[src/rtl/uart_pkg.sv]
// Shared UART definitions for the AXIS<->UART bridge transmitter and receiver.
// Holds the frame state encoding, parity mode constants and the bit-period helper.
// Both directions import this package so that they always agree on the frame format.
package uart_pkg;

  typedef enum logic [2:0] {
    IDLE,
    START,
    DATA,
    PARITY,
    STOP1,
    STOP2
  } uart_state_t;

  localparam int PAR_NONE = 0;
  localparam int PAR_ODD  = 1;
  localparam int PAR_EVEN = 2;

  // Clock cycles per line bit, truncated; clk_mhz is in MHz, rate in bit/s.
  function automatic int cycles_per_bit(input int clk_mhz, input int rate);
    return (clk_mhz * 1000000) / rate;
  endfunction

endpackage

[src/rtl/uart_baud_cnt.sv]
// Bit-period counter: counts enabled cycles and pulses done on the last cycle of each bit.
// Latency: done is combinational from the count; the count wraps to 0 on done or clr.
// Backpressure: none; en simply freezes the count.
// Ports: clk/rst_n (async active-low), en (count this cycle), clr (restart at 0),
//        done (high while enabled in cycle CPB-1 of the current bit).
module uart_baud_cnt #(
  parameter int CPB = 10
) (
  input  logic clk,
  input  logic rst_n,
  input  logic en,
  input  logic clr,
  output logic done
);

  localparam int W = (CPB > 2) ? $clog2(CPB) : 1;
  localparam logic [W-1:0] LAST = W'(CPB - 1);

  logic [W-1:0] cnt;

  assign done = en && (cnt == LAST);

  always_ff @(posedge clk or negedge rst_n) begin
    if (!rst_n) begin
      cnt <= '0;
    end else if (clr || done) begin
      cnt <= '0;
    end else if (en) begin
      cnt <= cnt + 1'b1;
    end
  end

endmodule

[src/rtl/axis_to_uart_tx.sv]
// AXI-Stream slave to UART TX serialiser: start, BIT_PER_WORD data bits LSB first, optional parity, 1-2 stops.
// Latency: TX falls the cycle after the accepting handshake; a frame lasts (1+BPW+P+S)*CPB cycles.
// Backpressure: tready only in IDLE; with UART_TX_SKID_EN a one-word holding register gives back-to-back frames.
// Ports: aclk, aresetn (async active-low), tdata[7:0] (only [BIT_PER_WORD-1:0] sent), tvalid, tready, TX (idle high).
// Build option: define UART_TX_SKID_EN to add the holding register; tready then means "holding register empty".
module axis_to_uart_tx
  import uart_pkg::*;
#(
  parameter int CLK_FREQ      = 100,
  parameter int BIT_RATE      = 115200,
  parameter int BIT_PER_WORD  = 8,
  parameter int PARITY_BIT    = 0,
  parameter int STOP_BITS_NUM = 1
) (
  input  logic       aclk,
  input  logic       aresetn,
  input  logic [7:0] tdata,
  input  logic       tvalid,
  output logic       tready,
  output logic       TX
);

  localparam int CPB = cycles_per_bit(CLK_FREQ, BIT_RATE);

  if (BIT_PER_WORD < 5 || BIT_PER_WORD > 8) begin : g_bad_bpw
    $error("axis_to_uart_tx: BIT_PER_WORD must be 5..8");
  end
  if (PARITY_BIT < 0 || PARITY_BIT > 2) begin : g_bad_par
    $error("axis_to_uart_tx: PARITY_BIT must be 0..2");
  end
  if (STOP_BITS_NUM < 1 || STOP_BITS_NUM > 2) begin : g_bad_stop
    $error("axis_to_uart_tx: STOP_BITS_NUM must be 1 or 2");
  end
  if (CPB < 2) begin : g_bad_cpb
    $error("axis_to_uart_tx: clock too slow for bit rate (CPB < 2)");
  end

  uart_state_t             state;
  logic [BIT_PER_WORD-1:0] shreg;
  logic                    par_bit;
  logic [2:0]              bit_idx;
  logic                    tx_q;
  logic                    rdy_q;

  logic                    done;
  logic                    xfer;
  logic                    frame_end;
  logic                    start;
  logic                    rdy_nxt;
  logic [BIT_PER_WORD-1:0] start_word;
  logic                    unused_tdata;

  assign unused_tdata = ^tdata;

  function automatic logic par_of(input logic [BIT_PER_WORD-1:0] w);
    return (PARITY_BIT == PAR_ODD) ? ~^w : ^w;
  endfunction

  assign xfer      = tvalid && rdy_q;
  assign frame_end = done && ((state == STOP2) || (state == STOP1 && STOP_BITS_NUM == 1));

`ifdef UART_TX_SKID_EN
  logic [BIT_PER_WORD-1:0] hold;
  logic                    hold_vld;
  logic                    hold_vld_nxt;
  logic                    can_start;
  logic                    take_direct;
  logic                    hold_fill;

  always_comb begin
    can_start    = (state == IDLE) || frame_end;
    // An accepted word bypasses the holding register only when the line is free and nothing is queued.
    take_direct  = can_start && !hold_vld && xfer;
    hold_fill    = xfer && !take_direct;
    start        = can_start && (hold_vld || xfer);
    start_word   = hold_vld ? hold : tdata[BIT_PER_WORD-1:0];
    hold_vld_nxt = hold_fill ? 1'b1 : (can_start ? 1'b0 : hold_vld);
    rdy_nxt      = !hold_vld_nxt;
  end

  always_ff @(posedge aclk or negedge aresetn) begin
    if (!aresetn) begin
      hold     <= '0;
      hold_vld <= 1'b0;
    end else begin
      hold_vld <= hold_vld_nxt;
      if (hold_fill) begin
        hold <= tdata[BIT_PER_WORD-1:0];
      end
    end
  end
`else
  always_comb begin
    start      = (state == IDLE) && xfer;
    start_word = tdata[BIT_PER_WORD-1:0];
    // Ready again in the idle cycle that follows the last stop bit.
    rdy_nxt    = ((state == IDLE) && !xfer) || frame_end;
  end
`endif

  uart_baud_cnt #(.CPB(CPB)) u_baud (
    .clk   (aclk),
    .rst_n (aresetn),
    .en    (state != IDLE),
    .clr   (start),
    .done  (done)
  );

  always_ff @(posedge aclk or negedge aresetn) begin
    if (!aresetn) begin
      state   <= IDLE;
      tx_q    <= 1'b1;
      rdy_q   <= 1'b0;
      shreg   <= '0;
      par_bit <= 1'b0;
      bit_idx <= '0;
    end else begin
      rdy_q <= rdy_nxt;
      if (start) begin
        state   <= START;
        tx_q    <= 1'b0;
        shreg   <= start_word;
        par_bit <= par_of(start_word);
        bit_idx <= '0;
      end else if (done) begin
        case (state)
          START: begin
            state <= DATA;
            tx_q  <= shreg[0];
            shreg <= shreg >> 1;
          end
          DATA: begin
            if (bit_idx == 3'(BIT_PER_WORD - 1)) begin
              bit_idx <= '0;
              if (PARITY_BIT != PAR_NONE) begin
                state <= PARITY;
                tx_q  <= par_bit;
              end else begin
                state <= STOP1;
                tx_q  <= 1'b1;
              end
            end else begin
              bit_idx <= bit_idx + 3'd1;
              tx_q    <= shreg[0];
              shreg   <= shreg >> 1;
            end
          end
          PARITY: begin
            state <= STOP1;
            tx_q  <= 1'b1;
          end
          STOP1: begin
            state <= (STOP_BITS_NUM == 2) ? STOP2 : IDLE;
            tx_q  <= 1'b1;
          end
          default: begin
            state <= IDLE;
            tx_q  <= 1'b1;
          end
        endcase
      end
    end
  end

  assign TX     = tx_q;
  assign tready = rdy_q;

endmodule
[config.mk]
export PLATFORM = sky130hd
export DESIGN_NAME = axis_to_uart_tx
export DESIGN_NICKNAME = d
export VERILOG_FILES = /design/src/rtl/uart_pkg.sv /design/src/rtl/uart_baud_cnt.sv /design/src/rtl/axis_to_uart_tx.sv
export SDC_FILE = /design/constraint.sdc
export NUM_CORES = 1
export LEC_CHECK = 0
export BUFFER_PORTS_ARGS = -buffer_cell sky130_fd_sc_hd__buf_2
export CELL_PAD_IN_SITES_DETAIL_PLACEMENT = 0
export CELL_PAD_IN_SITES_GLOBAL_PLACEMENT = 1
export CORE_MARGIN = 1
export CORE_UTILIZATION = 45
export DETAILED_ROUTE_END_ITERATION = 8
export HOLD_SLACK_MARGIN = 0.03
export PLACE_DENSITY_LB_ADDON = 0.1
export REMOVE_ABC_BUFFERS = 1
export SYNTH_ARGS = -nofsm -noshare
export SYNTH_HDL_FRONTEND = slang
export SYNTH_SLANG_ARGS = --single-unit
[constraint.sdc]
create_clock -name aclk -period 4.8 [get_ports aclk]
set_clock_uncertainty 0.05 [all_clocks]
set_input_delay 0 -clock aclk [delete_from_list [all_inputs] [get_ports aclk]]
set_output_delay 0 -clock aclk [all_outputs]
set_load 0.01 [all_outputs]
==> flow_summary.toml <==
[clock_network]
cts_root_buf = "clkbuf_4"
numCtsBuffers = 3
clockBufferDepth = 2
cts_tree = "yes"
clk_latency_ps = 320
clk_pin_slew_worst_paths_ps = 150
cts_resized = 0
clock-sinks = 26
cts_max_level = 1

[grt]
grt_max_degree = 27
grt_pass1_wl_mm = 4.37
grt_pass1_vias = 1021
antenna_found_initial = 0
grt_usage = 0.169
grt_overflow = 0

[setup_path]
critPathMaxStageDelay_ps = 1020
path_cells = "ha_1, nor3b_4, nand4_4, o21ai_0, mux2_2"
critical_path_class = "reg -> reg"
worstPathArrival_ps = 2920
cp.required_ps = 4970
endpoint_kind = "flip-flop"
startpoint = "u_baud.cnt[0]"
cpMaxStageDelayCell = "o21ai_0"
crit_family = "compound AO/OA/AOI/OAI gates"
critPathLaunchType = "flip-flop"
critPathBufInv = 0
r2r-start = "u_baud.cnt[0]"
crit_fanout = 11

[final_layout]
area_growth_pct = 14.1
fill_cells = 278
drive_gt1_frac = 0.273
n_antenna_cell = 0
post-route-cell-area_sq_mm = 0.00162
fin_nets = 158

[floorplan]
initial_core_util = 0.469
die_area_sq_mm = 0.00339
core_area_sq_mm = 0.00303
fp.dieH_um = 58.2
die_width_um = 58.2
num_io_pins = 13
rows = 20

[yosys]
yosys.area.top_type_share = 0.440
synthCells = 123
syn_avg_cell_area_sq_um = 11.6
yosys_warnings = 0
synth_commonest_cells = "25 x dfrtp_1, 15 x mux2_2, 11 x nor2_1"
synth_cell_types = 37
yosys-top-cells-area = "dfrtp_1 44%, mux2_2 12%, xor2_1 3.7%"
synth_seq_area_share = 0.459
syn_area_sq_mm = 0.00142
yosysMostFrequentCell = "dfrtp_1"
yosys.area.top_type = "dfrtp_1"
synth_edf_count = 0
ys.flop_type = "dfrtp_1"
ys_async_sr_fraction = 1.00
ys_seq_elements = 26

[sta]
slew_violations = 0
fin_crit_sh = 0.572
setup_viol = 0
worstMarginPinSlew_ps = 1270
hold_viol = 0
slew_headroom = 0.146
fmax_mhz = 364
rsz0062_at_grt = "no"
tns_ps = 0
min_period_ps = 2750

[route]
dr.pass1.iters = 4
post_drt_wl_per_cell_um = 13.4
finalWirelength_mm = 2.50
drc = 0
vias = 1028
first_iter_violations = 26
routed_via_density = 5.50
ant_nets = 0

[min_path]
min_path_type = "in -> async"

[power]
ir_drop_mv = 0.180
leakagePower_nw = 0.742
power.density_mw_per_mm2 = 427

[placement]
place_area_sq_mm = 0.00149
gp_congestion = 0.862
port_buffers = 12
dp_hpwl_mm = 1.78

[run_status]
status = "finished, final reports clean"

[flow_run]
maxCapViolations = 0
==> flip-flops by register name (all words and copies together) (netlist names) <==
register,cells
u_baud.cnt,10
bit_idx,3
state,3
TX,1
tready,1
shreg,8
==> per-layer routing <==
metal  global-route usage  vias up  wire length (um)
met5                    0        -                 0
met4               0.0476        0                25
met3               0.0223        4                83
met2                0.315       23              1250
met1                0.200      508              1140
li1                     -      493                 -
==> cell usage in the layout, fill, tap and decap left out, drive strengths merged, types with 6 or more instances in the layout <==
master,n
nor2,11
dfrtp,25
mux2,15
o21ai,8
dlygate4sd3,10
nand2,6
xor2,6
nand4,8
buf,12
==> report_power, final <==
group	internal, W	total (W)	switching (W)
combinational	0.000127	0.000239	0.000111
sequential	0.000278	0.000344	0.0000665
clock	0.0000463	0.000109	0.0000627
total	0.000451	0.000692	0.000241
==> kinds of logic (layout without fill, tap and decap cells) <==
kind of cell,after synthesis,in the layout,share of synthesized area
AOI/OAI and AO/OA,16,16,0.0915
xor gates and xnor gates,8,8,0.0493
muxes,16,16,0.126
adders and majority gates,3,3,0.0264
buffers and inverters,10,30,0.0467
and+or+nand+nor,44,44,0.202
DFF,26,26,0.459
==> layout make-up <==
type,count,area [sq um],area share
Tap cell,44,55.1,0.0340
Timing Repair Buffer,22,160,0.0988
Inverter,4,15.0,0.00926
Sequential cell,26,652,0.402
Clock buffer,4,36.3,0.0224
Multi-Input combinational cell,87,703,0.434
==> stage by stage <==
stage	setup WS, ps	instances	total power [W]	hold slack (ps)	utilization
after global routing	1840	187	0.000746	185	0.536
final	2050	187	0.000692	136	0.536
after detailed placement	2070	173	0.000584	-13.2	0.490
after CTS	2050	187	0.000701	154	0.536
after floorplan	2540	117	0.000522	-346	-
after global placement	2150	173	0.000575	-20.5	0.490
==> path summary, 6_finish.rpt <==
kind	end	slack, ps	cells after the start
worst min-delay path	bit_idx[0]	140	2
worst min register to register	TX	430	2
worst max-delay path	state[2]	2050	5
max in group asynchronous	TX	4170	2
min in group aclk	shreg[7]	370	4
worst max register to register	state[2]	2050	5
==> repair_timing <==
action | 4_1_cts | 5_1_grt
endpoints found under the hold margin | 35 | 0
setup buffers | 0 | 0
hold buffers | 10 | 0
(Power assumes the default switching activity.)
